### config.mk
export PLATFORM = sky130hd
export DESIGN_NAME = char_bitmap_decoder
export DESIGN_NICKNAME = d
export VERILOG_FILES = /design/src/rtl/char_bitmap_decoder.sv
export SDC_FILE = /design/constraint.sdc
export NUM_CORES = 1
export LEC_CHECK = 0
export CAP_MARGIN = 25
export CELL_PAD_IN_SITES_DETAIL_PLACEMENT = 0
export CELL_PAD_IN_SITES_GLOBAL_PLACEMENT = 2
export CORE_MARGIN = 1.5
export CORE_UTILIZATION = 36
export CTS_CLUSTER_DIAMETER = 30
export CTS_CLUSTER_SIZE = 12
export DETAILED_ROUTE_END_ITERATION = 7
export PLACE_DENSITY_LB_ADDON = 0.25
export REMOVE_ABC_BUFFERS = 1
export SYNTH_ARGS = -nofsm -noshare
export SYNTH_HDL_FRONTEND = slang
export SYNTH_SLANG_ARGS = --single-unit
### constraint.sdc
create_clock -name clk9MHz -period 10.8 [get_ports clk9MHz]
set_input_delay 2.7 -clock clk9MHz [delete_from_list [all_inputs] [get_ports clk9MHz]]
set_output_delay 2.7 -clock clk9MHz [all_outputs]
set_load 0.02 [all_outputs]
### src/rtl/char_bitmap_decoder.sv
// Recovers the 5x5 character bitmap from the rendered RGB stream and flags any
// frame whose pixels are inconsistent with a clean two-colour glyph.
module char_bitmap_decoder #(
  parameter int PIPE_DELAY = 1,
  parameter bit CONTINUOUS = 1'b0
) (
  input  logic        clk9MHz,
  input  logic        reset,
  input  logic        arm,
  input  logic [9:0]  vgaCount,
  input  logic [8:0]  lineCount,
  input  logic [7:0]  redPixels,
  input  logic [7:0]  greenPixels,
  input  logic [7:0]  bluePixels,
  output logic [24:0] characterPixels,
  output logic        valid,
  output logic        busy,
  output logic        error
);

  typedef enum logic [1:0] {IDLE, WAIT_FRAME, CAPTURE, DONE} state_t;
  state_t state;

  logic [9:0] vx;
  logic [8:0] ly;

  // Counters are lined up with the renderer's output register latency.
  generate
    if (PIPE_DELAY == 0) begin : g_nodly
      assign vx = vgaCount;
      assign ly = lineCount;
    end else begin : g_dly
      logic [PIPE_DELAY-1:0][9:0] vx_pipe;
      logic [PIPE_DELAY-1:0][8:0] ly_pipe;
      always_ff @(posedge clk9MHz) begin
        if (reset) begin
          vx_pipe <= '0;
          ly_pipe <= '0;
        end else begin
          vx_pipe[0] <= vgaCount;
          ly_pipe[0] <= lineCount;
          for (int i = 1; i < PIPE_DELAY; i++) begin
            vx_pipe[i] <= vx_pipe[i-1];
            ly_pipe[i] <= ly_pipe[i-1];
          end
        end
      end
      assign vx = vx_pipe[PIPE_DELAY-1];
      assign ly = ly_pipe[PIPE_DELAY-1];
    end
  endgenerate

  logic        lit, dark, mixed, in_cell, frame_end, short_frame;
  logic [2:0]  col, row;
  logic [4:0]  cbit;
  logic [24:0] seen, val, seen_b, val_b, seen_n, val_n;
  logic        err, err_b, err_n;
  logic [8:0]  ly_last;

  always_comb begin
    lit   = (redPixels == 8'hFF) && (greenPixels == 8'hFF) && (bluePixels == 8'hFF);
    dark  = (redPixels == 8'h00) && (greenPixels == 8'h00) && (bluePixels == 8'h00);
    mixed = !lit && !dark;

    col = 3'd5;
    if      (vx >= 10'd44  && vx <= 10'd92)  col = 3'd0;
    else if (vx >= 10'd93  && vx <= 10'd142) col = 3'd1;
    else if (vx >= 10'd143 && vx <= 10'd192) col = 3'd2;
    else if (vx >= 10'd193 && vx <= 10'd242) col = 3'd3;
    else if (vx >= 10'd243 && vx <= 10'd292) col = 3'd4;

    row = 3'd5;
    if      (ly <= 9'd49)  row = 3'd0;
    else if (ly <= 9'd99)  row = 3'd1;
    else if (ly <= 9'd149) row = 3'd2;
    else if (ly <= 9'd199) row = 3'd3;
    else if (ly <= 9'd249) row = 3'd4;

    in_cell = (col < 3'd5) && (row < 3'd5);
    cbit    = 5'(24 - (5 * int'(row) + int'(col)));

    // The frame-start pixel is judged against freshly cleared accumulators.
    seen_b = (state == CAPTURE) ? seen : '0;
    val_b  = (state == CAPTURE) ? val  : '0;
    err_b  = (state == CAPTURE) ? err  : 1'b0;

    seen_n = seen_b;
    val_n  = val_b;
    err_n  = err_b;
    if (in_cell) begin
      if (!seen_b[cbit]) begin
        seen_n[cbit] = 1'b1;
        val_n[cbit]  = lit;
      end else if (lit != val_b[cbit]) begin
        err_n = 1'b1;
      end
    end else if (!dark) begin
      err_n = 1'b1;
    end
    if (mixed) err_n = 1'b1;

    frame_end   = (ly >= 9'd250);
    short_frame = (ly == 9'd0) && (ly_last != 9'd0);
  end

  always_ff @(posedge clk9MHz) begin
    if (reset) begin
      state           <= IDLE;
      seen            <= '0;
      val             <= '0;
      err             <= 1'b0;
      ly_last         <= '0;
      characterPixels <= '0;
      valid           <= 1'b0;
      busy            <= 1'b0;
      error           <= 1'b0;
    end else begin
      valid   <= 1'b0;
      ly_last <= ly;
      case (state)
        IDLE: if (arm) begin
          state <= WAIT_FRAME;
          busy  <= 1'b1;
        end
        WAIT_FRAME: begin
          seen <= '0;
          val  <= '0;
          err  <= 1'b0;
          if (vx == 10'd0 && ly == 9'd0) begin
            seen  <= seen_n;
            val   <= val_n;
            err   <= err_n;
            state <= CAPTURE;
          end
        end
        CAPTURE: begin
          seen <= seen_n;
          val  <= val_n;
          err  <= err_n;
          // Results land on the exit edge so valid is high during DONE.
          if (frame_end || short_frame) begin
            characterPixels <= val_n;
            error           <= err_n | short_frame | ~&seen_n;
            valid           <= 1'b1;
            busy            <= 1'b0;
            state           <= DONE;
          end
        end
        DONE: begin
          if (CONTINUOUS || arm) begin
            state <= WAIT_FRAME;
            busy  <= 1'b1;
          end else begin
            state <= IDLE;
          end
        end
        default: state <= IDLE;
      endcase
    end
  end

endmodule

==> metrics.md, run 1 <==
| Metric | Value |
|---|---|
| Via count | 5535 |
| Reg2reg end | error |
| Max Clk Rate | 176 MHz |
| Reg clk slew, reported paths | 0.08 ns |
| Share of the synthesized area in the top cell type | 0.369 |
| Yosys warns | 0 |
| Worst hold start | characterPixels[11] |
| Syn Std Cell Area | 0.00591 mm^2 |
| GRT overflow | 0 |
| Clock power frac | 0.276 |
| Initial drt markers | 597 |
| Fin crit period | 5.67 ns |
| Startpoint Class | flop |
| Largest net degree at the start of global routing | 54 |
| Sequential element share of the synthesized area | 0.369 |
| Switch Pwr | 0.000477 W |
| R2R Path Start | g_dly.vx_pipe[6] |
| Antenna Violating Nets Remaining | 0 |
| Pwr Total | 0.00117 W |
| Top-count cell post-synth | dfxtp_1 |
| Tcrit/Tclk final | 0.525 |
| Relative slew slack | 0.351 |
| Post-synth ARST share | 0 |
| Htree depth | 3 |
| CP endpoint | error |
| Slew @ Worst Pin | 0.970 ns |
| Cells taking the most area after synthesis | dfxtp_1 37%, mux2i_1 5.4%, nor2_1 5.1%, nand2_1 4.6%, a22oi_1 3.8% |
| Clock Skew | 0.0154 ns |
| Post-CTS setup buffer count | 0 |
| # resized after CTS | 0 |
| Placer Congestion | 0.914 |
| Yosys top cell by area | dfxtp_1 |
| Final instance area | 0.00706 mm^2 |
| CTS tree | built |
| Placed Cells | 953 |
| Num Clock Sinks | 109 |
| Clk_lat worst skew | 0.36 ns |
| First-pass GRT wire length | 29.8 mm |
| Crit path launch | g_dly.vx_pipe[6] |
| Post-synth EDFFs | 0 |
| CTS Hold Buffers Added | 0 |
| Cells on worst reg2reg path | 20 |
| Vias in the first global route | 5481 |
| Final Max Slew Viols | 0 |
| Die outline width | 131 um |
| Lkg Pwr | 2.47 nW |
| WP data arrival | 5.92 ns |
| Root Buffer | clkbuf_16 |
| Non-Filler Instances | 969 |
| Hpwl dp | 12.8 mm |
| Detail-routed net length per standard cell | 19.1 um |
| Unrepaired setup endpoints after global routing | no |
| Comb power frac | 0.356 |
| DR pass1 iterations | 5 |
| Run status | finished clean |
| GR Util All Layers | 0.218 |
| Hold Path Class | flop to flop |
| Antenna diode count | 0 |
| PwrDens | 166 mW/mm^2 |
| CTS max path bufs | 2 |
| Worst Path Required | 11.05 ns |
| DRC viols | 0 |
| Final setup viols | 0 |
| Post-synth cell types | 72 |
| Synthesized flop and latch total | 109 |
| Ys flop type | dfxtp_1 |
| Die height | 131 um |
| Final hold violations | 0 |
| Internal power | 0.000693 W |
| Synth-to-layout area growth | 19.4% |
| Avg Inst Size Synth | 8.43 um^2 |
| Buffers on Ports | 73 |
| Antenna violations before repair | 0 |
| Net Sw Frac | 0.408 |
| Final WL | 18.5 mm |
| Worst-case vdd ir drop | 0.0807 mV |
| Max-Cap Viols | 0 |
| Top cells by count, synth | 109 x dfxtp_1, 81 x nor2_1, 73 x nand2_1 |
| FF-to-FF setup slack | 5.13 ns |
| Flop pwr share | 0.368 |
| Synthesized instance count | 702 |
| Area post-placement | 0.00678 mm^2 |
| Std-Cell Rows | 46 |
| I/O Pins | 74 |
| Full die area | 0.0172 mm^2 |
| WS Path Type | flop to flop |
| CP Max Fanout | 16 |
| CTS Buf Count | 9 |
| Final #Nets | 810 |
| Setup TNS | 0 ns |
| Element type at the critical path end | flop |
| Routed vias/inst | 5.71 |
| Initial Utilization | 0.371 |
| Core Area | 0.0159 mm^2 |
| Number of fill cells in the layout | 1595 |
| Share of cells above drive strength 1 | 0.0784 |
==> worst min path at each step <==
stage	to	slack [ns]	cells after the start
global route	characterPixels[23]	0.50	2
floorplan	ly_last[0]	0.44	1
global placement	characterPixels[12]	0.46	2
finish	characterPixels[11]	0.48	2
detailed placement	characterPixels[8]	0.47	2
CTS	characterPixels[11]	0.48	2
==> cell usage in the layout, fill, tap and decap left out, types with 15 or more instances in the layout <==
master,count
clkdlybuf4s50_1,72
and2_1,16
nand3_1,18
ha_1,15
nor2b_1,34
a22oi_1,30
nand2_1,73
nand4_1,20
dfxtp_1,109
a21oi_1,42
mux2i_1,32
nor2_1,80
o21ai_0,22
==> registers in the layout, summed over array words and instances, names as in the netlist <==
signal and cells:
characterPixels 25, valid 1, val 25, busy 1
seen 25, error 1, err 1, ly_last 9
g_dly.ly_pipe 9, g_dly.vx_pipe 10, state 2
==> power groups by stage <==
stage	Combinational, W	Sequential, W	Clock [W]
after global placement	0.000409	0.000439	0
after global routing	0.000453	0.000434	0.000350
after CTS	0.000415	0.000431	0.000334
after detailed placement	0.000413	0.000440	0
after floorplan	0.000240	0.000444	0
final	0.000416	0.000431	0.000323
==> through the flow <==
step | utilization | hold slack, ns | worst slack, ns
after floorplan | - | 0.439 | 5.96
after global placement | 0.425 | 0.461 | 5.27
after detailed placement | 0.425 | 0.467 | 5.20
after CTS | 0.443 | 0.479 | 5.20
after global routing | 0.443 | 0.504 | 4.78
final | 0.443 | 0.476 | 5.13
==> critical path: stages (launching register included) <==
cell,delay (ns)
dfxtp_1,0.47
nand4_1,0.10
or2_1,0.26
a2111o_1,0.47
and2_1,0.21
ha_1,0.27
ha_1,0.31
ha_1,0.27
inv_1,0.06
ha_1,0.13
inv_1,0.04
fa_1,0.38
xnor3_1,0.24
a21o_1,0.12
nand2_1,0.22
a311oi_4,0.84
and2_1,0.45
a31o_2,0.21
o2111ai_1,0.14
nor4_1,0.27
a21oi_1,0.11
==> layout make-up <==
type | count | area (um^2) | area share
Clock buffer | 10 | 229 | 0.0324
Tap cell | 216 | 270 | 0.0383
Sequential cell | 109 | 2180 | 0.309
Multi-Input combinational cell | 530 | 3470 | 0.491
Inverter | 15 | 56.3 | 0.00797
Clock inverter | 6 | 53.8 | 0.00762
Timing Repair Buffer | 83 | 803 | 0.114
==> metal layers <==
metal  share of wire  GRT usage  vias up
met5               0          0        -
met2            0.46      0.350      195
met4           0.020     0.0818        0
li1                -          -     2647
met3           0.060     0.0309       30
met1            0.46      0.298     2663
==> logic make-up (layout without fill, tap and decap cells) <==
group / Yosys count / in the layout / synth area share
simple gates: 299 / 299 / 0.256
compound gates: 172 / 172 / 0.213
flops: 109 / 109 / 0.369
buf+inv: 63 / 114 / 0.0455
mux: 42 / 42 / 0.0776
fa+ha+maj: 16 / 16 / 0.0351
xor+xnor: 1 / 1 / 0.00381
(Power assumes the default switching activity.)
==> inputs of run 2 (changes only) <==
Settings changed: CORE_UTILIZATION 36 to 30.
Clock period 10.8 ns to 5 ns, I/O delays scaled along.
==> run 2 against run 1 <==
- worst hold slack better by 0.0011 ns
- clock power up 130%
- combinational power rose to 2.5 times the previous value
- critical endpoint unchanged
- highest routed layer unchanged
- power up 130%
==> metrics.md, run 2 (synthesis gave the netlist of run 1 again) <==
| Metric | Value |
|---|---|
| Worst Path Required | 5.25 ns |
| Worst-path cell chain | nand4_1, or2_1, a2111o_1, and2_1, ha_1, ha_1, ha_1, inv_1, ha_1, inv_1, fa_1, xnor3_1, a21o_1, nand2_2, and4_1, nand4_4, a2111oi_4, o2111ai_1, nor4_2, a21oi_1 |
| Commonest non-fill, non-tap cells in the layout | 103 x dfxtp_1, 80 x nor2_1, 72 x nand2_1, 72 x clkdlybuf4s50_1, 51 x buf_4 |
| Element type at the critical path end | flop |
| Hold Path Class | flop to flop |
| Final setup viols | 0 |
| Via count | 5580 |
| Met3 WL post-DR | 837 um |
| Worst hold start | characterPixels[15] |
| Max-Cap Viols | 0 |
| Full die area | 0.0206 mm^2 |
| Hpwl dp | 14.3 mm |
| Reg clk slew, reported paths | 0.08 ns |
| Largest net degree at the start of global routing | 58 |
| Placer Congestion | 0.915 |
| Initial drt markers | 338 |
| GRT overflow | 0 |
| Setup slack at placement | -0.0973 ns |
| Biggest regs | characterPixels (25), seen (25), val (25) |
| Antenna violations before repair | 1 |
| FF-to-FF setup slack | 0.21 ns |
| CP most frequent cell | ha_1 |
| I/O Pins | 74 |
| Commonest non-fill, non-tap cell in the layout | dfxtp_1 |
| CTS Buf Count | 9 |
| DRC viols | 0 |
| Tcrit/Tclk final | 0.959 |
| Root Buffer | clkbuf_16 |
| WP data arrival | 5.04 ns |
| Run status | finished clean |
| DR WL met2 | 8.69 mm |
| CTS tree | built |
| DR pass1 iterations | 6 |
| Synth-to-layout area growth | 27.0% |
| GR Util All Layers | 0.197 |
| PwrDens | 362 mW/mm^2 |
| Final #Nets | 850 |
| Buffers on Ports | 73 |
| Core Area | 0.0194 mm^2 |
| Setup ws final | 0.206 ns |
| Worst hold slack | 0.477 ns |
| First-pass GRT wire length | 30.8 mm |
| Initial Utilization | 0.305 |
| Reg2reg end | error |
| Max Clk Rate | 209 MHz |
| CTS max path bufs | 2 |
| Clk_lat worst skew | 0.36 ns |
| Lkg Pwr | 2.69 nW |
| Final hold violations | 0 |
| M1 WL | 9.76 mm |
| Die height | 143 um |
| Startpoint Class | flop |
| Share of cells above drive strength 1 | 0.140 |
| Max incr delay on CP | 0.40 ns |
| CP max-delay cell | a2111o_1 |
| Routed vias/inst | 5.27 |
| Detail-routed net length per standard cell | 18.7 um |
| Relative slew slack | 0.352 |
| R2R Path Start | g_dly.vx_pipe[4] |
| Slew @ Worst Pin | 0.970 ns |
| Highest metal used | met4 |
| Worst Hold End | characterPixels[15] |
| Crit path launch | g_dly.vx_pipe[4] |
| Final WL | 19.8 mm |
| Worst-case vdd ir drop | 0.200 mV |
| Antenna Violating Nets Remaining | 0 |
| CP Max Fanout | 6 |
| Final Max Slew Viols | 0 |
| Vias in the first global route | 5509 |
| Clock Skew | 0.0106 ns |
| Htree depth | 3 |
| Fin crit period | 4.79 ns |
| WS Path Type | flop to flop |
| Hold Crit Depth | 2 |
| Die outline width | 143 um |
| Antenna diode count | 0 |
| Num Clock Sinks | 109 |
| Cells on worst reg2reg path | 20 |
| Std-Cell Rows | 51 |
-- run 2: final cells by class --
class	instances	area, um^2
inverter	15	56.3
tap	265	332
fill	2032	11900
multi-input combinational	530	3520
timing repair buffer	123	1100
sequential	109	2200
clock inverter	6	70.1
clock buffer	10	229
-- run 2: worst max-delay path by stage --
stage          endpoint  slack (ns)  depth (start not counted)
3_3_place_gp      error       0.003                         20
3_5_place_dp      error        -0.1                         20
5_1_grt          val[2]       -0.02                         21
2_1_floorplan    val[5]        0.16                         20
4_1_cts           error       0.003                         20
6_report          error        0.21                         20
-- run 2: metal layers --
layer,vias to the layer above,GRT usage
met5,-,0
met4,0,0.0838
met3,27,0.0283
met2,138,0.309
met1,2693,0.270
li1,2722,-
-- run 2: what timing repair did --
action                     4_1_cts  5_1_grt
pin swaps                        1        4
hold endpoints to repair         0        0
cloned                           0        0
hold buffers                     0        0
resized for setup                2       19
buffers inserted                 0        1
setup endpoints to repair        1       30
-- run 2: power breakdown --
group	leakage, nW	internal [W]	switching [W]
Sequential	0.888	0.000900	0.0000297
Clock	0.147	0.000394	0.000352
Combinational	1.66	0.000337	0.000703
Total	2.69	0.00163	0.00108
-- run 2: metrics by stage --
step	util	TNS (ns)	instances	area, um^2	total power [W]
after global routing	0.387	-0.0299	1058	7510	0.00286
final	0.387	0	1058	7510	0.00272
after CTS	0.383	0	1057	7440	0.00273
after global placement	0.368	0	1041	7140	0.00198
after floorplan	-	0	654	5700	0.00148
after detailed placement	0.368	-0.0973	1041	7140	0.00197
-- run 2: worst max-delay path, delay by kind of cell (launching register included) --
| kind | cells | cell delay (ns) |
|---|---|---|
| xor gates and xnor gates | 1 | 0.20 |
| and+or+nand+nor | 7 | 1.40 |
| buffers and inverters | 2 | 0.10 |
| DFF | 1 | 0.38 |
| adders and majority gates | 5 | 1.33 |
| AOI/OAI and AO/OA | 5 | 1.25 |
==> inputs of run 3 (changes only) <==
Settings changed: CORE_UTILIZATION 30 to 35, DONT_BUFFER_PORTS from default to 1.
==> run 3 against run 2 <==
- via count is 5.1% lower
- critical path type unchanged
- sequential cell count stayed put
- critical endpoint unchanged
- clock-buffer cell count is 1 higher
- design area is 11% lower
- sequential share of layout area is 3.7 points higher
- first-iteration DRC count is 13% lower
- combinational power is 11% lower
- clock power is 2% higher
- wire length is 6.4% lower
- die area is 14% lower
==> metrics.md, run 3 (synthesis gave the netlist of run 1 again) <==
| Metric | Value |
|---|---|
| Run status | finished clean |
| Lkg Pwr | 2.38 nW |
| Max Clk Rate | 208 MHz |
| Core Area | 0.0165 mm^2 |
| Vias in the first global route | 5214 |
| Largest net degree at the start of global routing | 104 |
| CP max-delay cell | fa_1 |
| Relative slew slack | 0.355 |
| Number of fill cells in the layout | 1681 |
| CP Max Fanout | 10 |
| CTS Hold Buffers Added | 0 |
| Worst Path Required | 5.25 ns |
| Reg clk slew, reported paths | 0.07 ns |
| Num Clock Sinks | 109 |
| Std-Cell Rows | 47 |
| Pwr Total | 0.00263 W |
| Commonest non-fill, non-tap cell in the layout | dfxtp_1 |
| WP buf/inv | 3 |
| R2R Path Start | g_dly.vx_pipe[4] |
| CP delay by family, top | adder cells |
| DR pass1 iterations | 5 |
| WP data arrival | 5.05 ns |
| Initial drt markers | 294 |
| Final setup viols | 0 |
| Worst Hold End | ly_last[0] |
| Final WL | 18.5 mm |
| Worst-path cell chain | nand4_1, or2_1, a2111o_1, and2_1, ha_1, ha_1, ha_1, inv_1, ha_1, inv_1, fa_1, and2_1, buf_4, and2_1, a41oi_1, a2111oi_4, o2111ai_2, nor4_2, a21oi_1 |
| Unrepaired setup endpoints after global routing | yes |
| Setup ws final | 0.203 ns |
| GR Util All Layers | 0.215 |
| Worst-case vdd ir drop | 0.232 mV |
| Cells on worst reg2reg path | 19 |
| Die outline width | 133 um |
| Element type at the critical path end | flop |
| Placer Congestion | 0.883 |
| CTS max path bufs | 2 |
| Hpwl dp | 12.9 mm |
| Commonest non-fill, non-tap cells in the layout | 103 x dfxtp_1, 80 x nor2_1, 72 x nand2_1, 42 x a21oi_1, 38 x buf_4 |
| GRT overflow | 0 |
| Final Max Slew Viols | 0 |
| PwrDens | 394 mW/mm^2 |
| Final hold violations | 0 |
| Max incr delay on CP | 0.61 ns |
| Via count | 5294 |
| Full die area | 0.0177 mm^2 |
| FF-to-FF setup slack | 0.20 ns |
| First-pass GRT wire length | 29.2 mm |
| Buffers on Ports | 0 |
| Non-Filler Instances | 930 |
| Clk_lat worst skew | 0.36 ns |
| Antenna Violating Nets Remaining | 0 |
| Area of the multi-input gates | 0.00352 mm^2 |
| Placed Cells | 910 |
| Root Buffer | clkbuf_16 |
| Sequential cell area | 0.00220 mm^2 |
| Detail-routed net length per standard cell | 19.9 um |
| Initial Utilization | 0.358 |
| CP most frequent cell | ha_1 |
| Die height | 133 um |
| CTS tree | built |
| Clock Skew | 0.00527 ns |
| Fin crit period | 4.80 ns |
| Tcrit/Tclk final | 0.959 |
| I/O Pins | 74 |
| Routed vias/inst | 5.69 |
| DRC viols | 0 |
| Max-Cap Viols | 0 |
| CTS Buf Count | 9 |
| Synth-to-layout area growth | 12.9% |
| Antenna diode count | 0 |
| Setup slack at placement | -0.106 ns |
| Final #Nets | 767 |
| Biggest regs | characterPixels (25), seen (25), val (25) |
| Worst hold start | g_dly.ly_pipe[0] |
| WS Path Type | flop to flop |
| Hold Crit Depth | 1 |
| Reg2reg end | error |
| Antenna violations before repair | 1 |
| Startpoint Class | flop |
| Hold Path Class | flop to flop |
| Worst hold slack | 0.476 ns |
| Share of cells above drive strength 1 | 0.145 |
| Htree depth | 3 |
| Slew @ Worst Pin | 0.966 ns |
[run 3: cell count changes in the layout (fill, tap and decap cells not counted), sizes merged]
cell,change
inv,-2
buf,-11
clkinvlp,+2
clkbuf,+1
clkdlybuf4s50,-72
clkinv,-1
[run 3: final cells by class]
type                       instances  area share
tap                              220      0.0412
clock buffer                      11      0.0379
multi-input combinational        530       0.528
timing repair buffer              40      0.0467
clock inverter                     5     0.00881
sequential                       109       0.329
inverter                          15     0.00843
[run 3: routing by layer]
metal | track usage | wire length, um | up-vias
met1 | 0.298 | 9040 | 2541
met5 | 0 | 0 | -
met2 | 0.329 | 8020 | 165
met4 | 0.101 | 558 | 0
met3 | 0.0291 | 890 | 36
li1 | - | - | 2552
[run 3: power by group]
part | switching, W | internal, W | leakage, nW
clock | 0.000343 | 0.000416 | 0.148
combinational | 0.000644 | 0.000280 | 1.34
sequential | 0.0000471 | 0.000901 | 0.888
[run 3: how the worst max path moves through the flow]
stage / from / to / slack (ns) / cells after the start
final: g_dly.vx_pipe[4] / error / 0.20 / 19
after detailed placement: g_dly.vx_pipe[4] / error / -0.11 / 20
after CTS: g_dly.vx_pipe[4] / error / 0.03 / 20
after floorplan: g_dly.vx_pipe[6] / val[5] / 0.16 / 20
after global routing: g_dly.vx_pipe[4] / error / -0.02 / 20
after global placement: g_dly.vx_pipe[4] / error / 0.07 / 20
[run 3: what timing repair did]
item,4_1_cts,5_1_grt
setup endpoints to repair,1,19
setup buffers,2,1
pin swaps,1,6
resized for setup,2,19
[run 3: through the flow]
stage	instance area, um^2	utilization	setup TNS (ns)
floorplan	5700	-	0
global placement	6250	0.378	0
detailed placement	6260	0.379	-0.106
CTS	6590	0.399	0
global route	6680	0.404	-0.0178
finish	6680	0.404	0
[run 3: worst register-to-register path, cell delays in order (launching register included)]
cell,delay (ns)
dfxtp_4,0.38
nand4_1,0.08
or2_1,0.26
a2111o_1,0.40
and2_1,0.18
ha_1,0.27
ha_1,0.29
ha_1,0.28
inv_1,0.06
ha_1,0.13
inv_1,0.04
fa_1,0.61
and2_1,0.19
buf_4,0.20
and2_1,0.22
a41oi_1,0.18
a2111oi_4,0.33
o2111ai_2,0.20
nor4_2,0.30
a21oi_1,0.10
==> RTL edit (settings of run 3) <==
Add an input register stage for `lineCount`, with the module's reset; this delays it by one clock. The other inputs are not delayed to match.
--- a/src/rtl/char_bitmap_decoder.sv
+++ b/src/rtl/char_bitmap_decoder.sv
@@ -20,4 +20,15 @@
 
   typedef enum logic [1:0] {IDLE, WAIT_FRAME, CAPTURE, DONE} state_t;
+
+  logic [8:0] lineCount_q;
+
+  always_ff @(posedge clk9MHz) begin
+    if (reset) begin
+      lineCount_q <= '0;
+    end else begin
+      lineCount_q <= lineCount;
+    end
+  end
+
   state_t state;
 
@@ -29,5 +40,5 @@
     if (PIPE_DELAY == 0) begin : g_nodly
       assign vx = vgaCount;
-      assign ly = lineCount;
+      assign ly = lineCount_q;
     end else begin : g_dly
       logic [PIPE_DELAY-1:0][9:0] vx_pipe;
@@ -39,5 +50,5 @@
         end else begin
           vx_pipe[0] <= vgaCount;
-          ly_pipe[0] <= lineCount;
+          ly_pipe[0] <= lineCount_q;
           for (int i = 1; i < PIPE_DELAY; i++) begin
             vx_pipe[i] <= vx_pipe[i-1];
Check against the original RTL: not equivalent (a bounded check fails within 4 cycles, from zero or initial values and one cycle with reset high).
==> RTL edit against run 3 <==
  * Area after synthesis decreased by 1.2%
  * Non-clock buffer count decreased by 17
  * Largest cell class unchanged
  * Final area increased by 0.28%
  * Sequential power increased by 8%
  * Fmax increased by 0.75%
  * Total power increased by 9.8%
  * Final cell count decreased by 2.4%
  * Sequential cell count increased by 9
  * First-iteration DRC count increased by 23%
  * Global-route usage decreased by 2.5 points
  * Routed wire length decreased by 13%
  * Setup slack improved by 0.036 ns
  * Sequential share of layout area increased by 2.4 points
==> RTL edit: results <==
[cells_and_area]
multi_input_gates = 497
clock_area_share_pct = 8.690
multi_input_area_share_pct = 48.03
seqAreaFraction_pct = 35.28
signal_buffers = 23
nNonClkInverters = 18

[worst_setup_path]
r2r_cells = 18
cp_top_family = "simple AND/OR/NAND/NOR gates"
cp_slowest_cell = "a2111o_1"
cp_max_fo = 6

[cts]
cts_buffers = 17
htreeDepth = 4

[grt]
groute.usage.overall_pct = 18.95
grt_max_degree = 119
grt_pass1_vias = 4836
antenna_found_initial = 0
grt_pass1_wl_um = 26000

[placed_design]
hpwl_um = 10990
dpl_cell_area_um2 = 6047

[yosys]
synth-compound-area-share_pct = 17.60
synth-adder-area-share_pct = 3.554
yosysSeqAreaShare_pct = 40.42
synth_mux_area_share_pct = 9.505

[route]
vias = 4956
wl_per_cell_um = 17.83

[outcome]
status = "complete, no violations"

[sta]
slew-limit-headroom_pct = 29.02
fin_skew_ns = 0.01285

[power_and_ir_drop]
ir_worst_vdd_uv = 279.3
p_leak_uw = 0.002476
RTL edit: worst paths after layout:
check / start / endpoint / slack, ns
max: g_dly.vx_pipe[7] / error / 0.24
min: lineCount_q[0] / g_dly.ly_pipe[0] / 0.43
max reg2reg: g_dly.vx_pipe[7] / error / 0.24
min reg2reg: lineCount_q[0] / g_dly.ly_pipe[0] / 0.43
RTL edit: through the flow:
stage	setup WS (ns)	std cells	hold slack, ns	util [%]	power [µW]
floorplan	0.3217	633	0.4138	-	1448
global placement	0.1094	872	0.4196	36.72	1686
detailed placement	0.07475	872	0.4204	36.72	1695
CTS	0.06007	904	0.4350	40.26	2906
global route	-0.03259	908	0.4541	40.66	3028
finish	0.2390	908	0.4323	40.66	2887
RTL edit: worst register-to-register path, cell delays in order (launching register included):
cell and delay, ns:
dfxtp_1 0.32, or3_4 0.40, or3_4 0.36, o21a_1 0.12, ha_1 0.27, ha_1 0.30, ha_1 0.27, inv_1 0.06
ha_1 0.15, inv_1 0.05, fa_1 0.37, xor2_1 0.16, xnor2_1 0.24, xor2_2 0.19, and4b_2 0.40, nand2_1 0.13
a2111o_1 0.47, nor4_2 0.29, a31oi_1 0.11
RTL edit: power by group:
part / switching (µW) / internal [µW]
logic: 470 / 196
clock network: 498 / 704
registers: 43.5 / 976
RTL edit: timing repair:
action	4_1_cts	5_1_grt
hold endpoints to repair	0	0
endpoints found under the setup margin	0	18
buffers inserted	0	3
resized for setup	0	4
RTL edit: layer usage:
layer,track usage [%],vias up,share of wire (%)
li1,-,2429,-
met1,24.26,2354,45
met2,31.62,152,48
met3,4.421,21,6.1
met4,6.044,0,1.3
met5,0,-,0
